**config.mk**
```make
export PLATFORM = sky130hd
export DESIGN_NAME = imem_loader
export DESIGN_NICKNAME = d
export VERILOG_FILES = /design/src/rtl/imem_loader_pkg.sv /design/src/rtl/imem_loader_byte_packer.sv /design/src/rtl/imem_loader.sv
export SDC_FILE = /design/constraint.sdc
export NUM_CORES = 1
export LEC_CHECK = 0
export ABC_CLOCK_PERIOD_IN_PS = 3060
export BUFFER_PORTS_ARGS = -buffer_cell sky130_fd_sc_hd__buf_2
export CORE_AREA = 2 2 94 73
export CTS_BUF_LIST = sky130_fd_sc_hd__clkbuf_16
export CTS_CLUSTER_SIZE = 10
export DETAILED_ROUTE_END_ITERATION = 16
export DIE_AREA = 0 0 96 75
export PLACE_DENSITY = 0.79
export SYNTH_ARGS = -nofsm -noshare
export SYNTH_HDL_FRONTEND = slang
export SYNTH_HIERARCHICAL = 1
export SYNTH_SLANG_ARGS = --single-unit
export TNS_END_PERCENT = 5
```
**constraint.sdc**
```tcl
create_clock -name clk -period 3.06 [get_ports clk]
set_input_delay 0.612 -clock clk [delete_from_list [all_inputs] [get_ports clk]]
set_output_delay 0.612 -clock clk [all_outputs]
set_load 0.01 [all_outputs]
```
**src/rtl/imem_loader_pkg.sv**
```systemverilog
// imem_loader_pkg: shared sizes and FSM encodings for the instruction-memory loader.
package imem_loader_pkg;
  localparam int IMEM_ADDR_W    = 10;
  localparam int IMEM_WORDS     = 1 << IMEM_ADDR_W;
  localparam int BYTES_PER_WORD = 4;
  typedef logic [2:0] state_t;
  localparam logic [2:0] S_IDLE   = 3'd0;
  localparam logic [2:0] S_RECV   = 3'd1;
  localparam logic [2:0] S_WRITE  = 3'd2;
  localparam logic [2:0] S_FINISH = 3'd3;
  localparam logic [2:0] S_CKSUM  = 3'd4;
endpackage

```
**src/rtl/imem_loader_byte_packer.sv**
```systemverilog
// imem_loader_byte_packer: shifts bytes in MSB-first and flags the 4th byte of each word.
module imem_loader_byte_packer
  import imem_loader_pkg::*;
(
  input  logic        clk,
  input  logic        reset,
  input  logic        clear_i,
  input  logic        take_i,
  input  logic [7:0]  byte_i,
  output logic [31:0] word_o,
  output logic        word_valid_o
);
  logic [1:0]  cnt_q;
  logic [31:0] sr_q;
  assign word_o       = sr_q;
  assign word_valid_o = take_i && cnt_q == 2'(BYTES_PER_WORD - 1);
  always_ff @(posedge clk)
    if (reset || clear_i) begin
      cnt_q <= '0;
      sr_q  <= '0;
    end else if (take_i) begin
      cnt_q <= cnt_q + 2'd1;
      sr_q  <= {sr_q[23:0], byte_i};
    end
endmodule

```
**src/rtl/imem_loader.sv**
```systemverilog
// imem_loader: packs a byte stream into 32-bit words and writes them to instruction memory.
// Define IMEM_LOADER_CKSUM_EN to require a trailing XOR checksum byte after the image.
module imem_loader
  import imem_loader_pkg::*;
#(
  parameter int ADDR_W = IMEM_ADDR_W,
  parameter int DATA_W = 32
) (
  input  logic              clk,
  input  logic              reset,
  input  logic              start,
  input  logic [ADDR_W:0]   num_words,
  input  logic [7:0]        byte_in,
  input  logic              byte_valid,
  output logic              byte_ready,
  output logic              wr_en,
  output logic [ADDR_W-1:0] wr_addr,
  output logic [DATA_W-1:0] wr_data,
  output logic              cpu_hold,
  output logic              done,
  output logic              error
);
  localparam logic [ADDR_W:0] DEPTH = {1'b1, {ADDR_W{1'b0}}};
`ifdef IMEM_LOADER_CKSUM_EN
  localparam logic [2:0] S_END = S_CKSUM;
`else
  localparam logic [2:0] S_END = S_FINISH;
`endif
  logic [2:0]        state_q, state_d;
  logic [ADDR_W-1:0] addr_q, addr_d;
  logic [ADDR_W:0]   cnt_q, cnt_d, num_q, num_d;
  logic              err_q, err_d;
  logic              take, load, last, word_valid;
  assign byte_ready = state_q == S_RECV || state_q == S_CKSUM;
  assign wr_en      = state_q == S_WRITE;
  assign done       = state_q == S_FINISH;
  assign cpu_hold   = state_q == S_RECV || state_q == S_WRITE || state_q == S_CKSUM;
  assign wr_addr    = addr_q;
  assign error      = err_q;
  assign take       = byte_valid && byte_ready;
  assign load       = state_q == S_IDLE && start && num_words <= DEPTH;
  assign last       = cnt_q + (ADDR_W + 1)'(1) == num_q;
  imem_loader_byte_packer u_packer (
    .clk          (clk),
    .reset        (reset),
    .clear_i      (load),
    .take_i       (take && state_q == S_RECV),
    .byte_i       (byte_in),
    .word_o       (wr_data),
    .word_valid_o (word_valid)
  );
`ifdef IMEM_LOADER_CKSUM_EN
  logic [7:0] sum_q, sum_d;
  assign sum_d = load ? '0 : (take && state_q == S_RECV) ? sum_q ^ byte_in : sum_q;
  always_ff @(posedge clk) sum_q <= reset ? '0 : sum_d;
`endif
  always_comb begin
    state_d = state_q;
    addr_d  = addr_q;
    cnt_d   = cnt_q;
    num_d   = num_q;
    err_d   = err_q;
    case (state_q)
      S_IDLE:
        if (start) begin
          if (!load) err_d = 1'b1;
          else begin
            err_d   = 1'b0;
            num_d   = num_words;
            cnt_d   = '0;
            addr_d  = '0;
            state_d = num_words == '0 ? S_END : S_RECV;
          end
        end
      S_RECV: if (word_valid) state_d = S_WRITE;
      S_WRITE: begin
        cnt_d = cnt_q + (ADDR_W + 1)'(1);
        // the address stops on the final word so a full-depth load never wraps
        if (last) state_d = S_END;
        else begin
          state_d = S_RECV;
          addr_d  = addr_q + ADDR_W'(1);
        end
      end
`ifdef IMEM_LOADER_CKSUM_EN
      S_CKSUM:
        if (take) begin
          err_d   = byte_in != sum_q;
          state_d = S_FINISH;
        end
`endif
      default: state_d = S_IDLE;
    endcase
  end
  always_ff @(posedge clk)
    if (reset) begin
      state_q <= S_IDLE;
      addr_q  <= '0;
      cnt_q   <= '0;
      num_q   <= '0;
      err_q   <= 1'b0;
    end else begin
      state_q <= state_d;
      addr_q  <= addr_d;
      cnt_q   <= cnt_d;
      num_q   <= num_d;
      err_q   <= err_d;
    end
endmodule
```
==> reports/summary.json <==
{
  "outcome": "complete, no violations",
  "max_cap_viol_count": 0,
  "power.density_mw_per_mm2": 662,
  "clock-skew-final_ns": 0.00580,
  "overflow": 0,
  "relative_slew_margins": 0.197,
  "clock_latency_ns": 0.33,
  "report.final.hold_viol_count": 0,
  "syn-num-nets": 399,
  "critical_path_buf_inv_count": 1,
  "initial_core_util": 0.542,
  "worst-slew-pin-transition_ns": 1.20,
  "criticalPathCategory": "flip-flop to flip-flop",
  "grt_setup_unrepaired": "false",
  "vias": 2818,
  "hold_class": "flip-flop to flip-flop",
  "clkPwrFrac": 0.439,
  "critPathTopFamily": "simple AND/OR/NAND/NOR gates",
  "synth_xor_xnor_area_share": 0.0468,
  "finalSetupViolations": 0,
  "use_met2": 0.308,
  "cts-resized-gates": 0,
  "syn-cell-area_mm2": 0.00337,
  "drt_iter0_drc": 119,
  "grt_busiest_layer": "met2",
  "routed_wire_length_per_instance_um": 14.5,
  "detailedPlacementHpwl_mm": 5.36,
  "cpMaxStageDelayCell": "sky130_fd_sc_hd__or4_2",
  "end_kind": "flip-flop",
  "syn_inst": 369,
  "final-max-slew-violation-count": 0,
  "wirelength_mm": 7.54,
  "grt_first_pass_wirelength_mm": 11.5,
  "synth-seq-area-share": 0.410,
  "route.detailed.drc": 0,
  "synth.area.mux_share": 0.132,
  "final-instance-count-excl-fill": 520,
  "p_sw_frac": 0.274,
  "place.gp.congestion": 0.973,
  "grt.met3_usage": 0.0511,
  "num_antenna_cells": 0,
  "timing.critical_path.slowest_cell_delay_ns": 0.65,
  "switching_power_uw": 733,
  "cts_root_buf": "sky130_fd_sc_hd__clkbuf_16",
  "grt_antenna_before_repair": 0,
  "flow.area_growth_from_synthesis_pct": 19.7,
  "gr-usage-all-layers": 0.210,
  "final.min_clock_period_ns": 2.84,
  "ys_ff_latch": 69,
  "clock-sinks": 69,
  "share_seq_of_total_power": 0.365,
  "post_cts_hold_buffer_count": 0,
  "floorplan.die_area_mm2": 0.00720,
  "port_buffers": 69,
  "clock.fmax_mhz": 353,
  "p_leak_nw": 1.67,
  "average_instance_area_after_synthesis_um2": 9.14,
  "timing.critical_path.arrival_ns": 3.10,
  "antenna_violating_nets_post_route": 0,
  "cts_tree": "built",
  "internal_power_mw": 1.94,
  "tns_ns": 0,
  "crit_chain": "ha_1, nand4_1, o2111a_1, nor4_1, a221o_2, nor4b_4, buf_4, or4_2, a21oi_1",
  "finalCritPeriodShare": 0.927,
  "synth_cell_types": 56,
  "adder_and_majority_cell_fraction_of_the_synthesized_area": 0.0260,
  "dr.pass1.iters": 5,
  "maximum_root_to_sink_buffer_count": 2,
  "number_of_global_route_vias_before_repair": 2386,
  "grt_start_max_net_pins": 35,
  "global_route.usage.met1": 0.301,
  "fp.coreArea_mm2": 0.00622,
  "dominant_combinational_cell_family_by_area_after_synthesis": "simple AND/OR/NAND/NOR gates",
  "cts_post_setup_buffers_inserted": 0,
  "worst_ir_drop_vdd_mv": 0.386,
  "h-tree-depth": 3,
  "synthesis_warning_total": 6,
  "pwr-share-comb": 0.196,
  "ioPinCount": 70,
  "tritoncts.num_buffers": 9,
  "num-nets-final": 465,
  "drive_above_1_share": 0.262,
  "cp-start-kind": "flip-flop",
  "vias_per_cell": 5.42,
  "number_of_flops_mapped_to_enable_cells_by_yosys": 0,
  "synthSimpleGateAreaFrac": 0.199,
  "floorplan.die.height_um": 75,
  "critPathRequiredTime_ns": 3.33,
  "post-place-cells": 505,
  "dieWidth_um": 96,
  "utilization": 0.649,
  "worst-path-max-fanout": 21,
  "synth_compound_gate_area_share": 0.118,
  "fp-row-count": 25,
  "synth_top_flop_cell": "sky130_fd_sc_hd__dfxtp_1",
  "synth_async_sr_flop_share": 0,
  "clk_transition_reported_paths_ns": 0.06
}
[state kept, by name, indices dropped and copies added (netlist names)]
| register | count |
|---|---|
| num_q | 11 |
| u_packer/word_o | 32 |
| wr_addr | 10 |
| cnt_q | 11 |
| u_packer/cnt_q | 2 |
| state_q | 2 |
| error | 1 |
[power by group through the flow]
stage          Clock (mW)  Combinational (mW)  Sequential [mW]
6_report             1.17               0.525            0.975
3_3_place_gp            0               0.508            0.992
3_5_place_dp            0               0.522            0.995
5_1_grt              1.23               0.569            0.979
2_1_floorplan           0               0.409            0.992
4_1_cts              1.19               0.525            0.975
[cell usage in the layout (no fill, tap or decap), drive strengths merged, types with 2 or more instances in the layout]
cell type and n:
nor2 69, a31o 2, mux2i 43, nand4 2, nor3 4, bufinv 3, dfxtp 69, inv 10
or4 4, a211oi 2, clkbuf 9, and2 5, or2 4, buf 79, a22oi 7, xnor2 11
nand2 23, or4b 2, or3 5, a2111oi 2, ha 7, clkinvlp 3, a21oi 16, nand3 11
o21ai 13, a31oi 2, xor2 7, o31ai 6, nor4b 2, nor4 4
[cells in the mapped netlist (3+ instances only)]
master                     number  share of area
sky130_fd_sc_hd__a21oi_1       15          0.022
sky130_fd_sc_hd__a22oi_1        7          0.016
sky130_fd_sc_hd__and2_1         5         0.0093
sky130_fd_sc_hd__buf_6          7          0.023
sky130_fd_sc_hd__buf_8          3          0.013
sky130_fd_sc_hd__clkbuf_1      10          0.011
sky130_fd_sc_hd__dfxtp_1       69           0.41
sky130_fd_sc_hd__ha_1           7          0.026
sky130_fd_sc_hd__inv_1         10          0.011
sky130_fd_sc_hd__mux2i_1       43           0.13
sky130_fd_sc_hd__nand2_1       23          0.026
sky130_fd_sc_hd__nand3_1       10          0.015
sky130_fd_sc_hd__nor2_1        68          0.076
sky130_fd_sc_hd__nor3_1         4         0.0059
sky130_fd_sc_hd__nor4_1         4         0.0074
sky130_fd_sc_hd__o21ai_0       11          0.016
sky130_fd_sc_hd__o31ai_1        6          0.013
sky130_fd_sc_hd__or3_1          3         0.0056
sky130_fd_sc_hd__or4_2          3         0.0078
sky130_fd_sc_hd__xnor2_1       11          0.029
sky130_fd_sc_hd__xor2_1         7          0.018
[kinds of logic (layout without fill, tap and decap cells)]
logic type               Yosys count  in the layout
AO/OA/AOI/OAI                     59             59
XOR/XNOR                          18             18
adder cells (fa/ha/maj)            7              7
buffers and inverters             34            104
flip-flops                        69             69
multiplexers                      44             44
AND/OR/NAND/NOR                  138            138
[worst register-to-register path, cell delays in order (launching register included)]
cell                       delay [ns]
sky130_fd_sc_hd__dfxtp_1         0.44
sky130_fd_sc_hd__ha_1            0.31
sky130_fd_sc_hd__nand4_1         0.19
sky130_fd_sc_hd__o2111a_1        0.28
sky130_fd_sc_hd__nor4_1          0.32
sky130_fd_sc_hd__a221o_2         0.19
sky130_fd_sc_hd__nor4b_4         0.04
sky130_fd_sc_hd__buf_4           0.19
sky130_fd_sc_hd__or4_2           0.65
sky130_fd_sc_hd__a21oi_1         0.15
[metrics by stage]
stage | cell area [um^2] | worst slack, ns | power [mW] | hold WS [ns]
global route | 4040 | 0.109 | 2.78 | 0.504
floorplan | 3370 | 0.486 | 1.40 | 0.465
detailed placement | 3700 | 0.272 | 1.52 | 0.477
finish | 4040 | 0.223 | 2.67 | 0.483
CTS | 4040 | 0.247 | 2.69 | 0.487
global placement | 3700 | 0.361 | 1.50 | 0.468
[worst paths after layout]
kind,slack (ns),end,startpoint,cells after the start
setup / recovery,0.22,wr_addr[8]$_SDFFE_PP0P_,cnt_q[0]$_SDFFE_PP0P_,9
hold / removal,0.48,wr_addr[9]$_SDFFE_PP0P_,wr_addr[9]$_SDFFE_PP0P_,2
setup reg to reg,0.22,wr_addr[8]$_SDFFE_PP0P_,cnt_q[0]$_SDFFE_PP0P_,9
hold reg to reg,0.48,wr_addr[9]$_SDFFE_PP0P_,wr_addr[9]$_SDFFE_PP0P_,2
[final cells by class]
type,count,area (um^2)
sequential,69,1380
fill,504,2190
timing repair buffer,79,420
tap,81,101
multi-input combinational,266,1760
clock inverter,6,113
clock buffer,9,225
inverter,10,37.5
[metal layers]
layer	up-vias	wire length (um)
met2	80	3340
met1	1315	3670
met3	10	427
li1	1413	-
met5	-	0
met4	0	102
(Power assumes the default switching activity.)
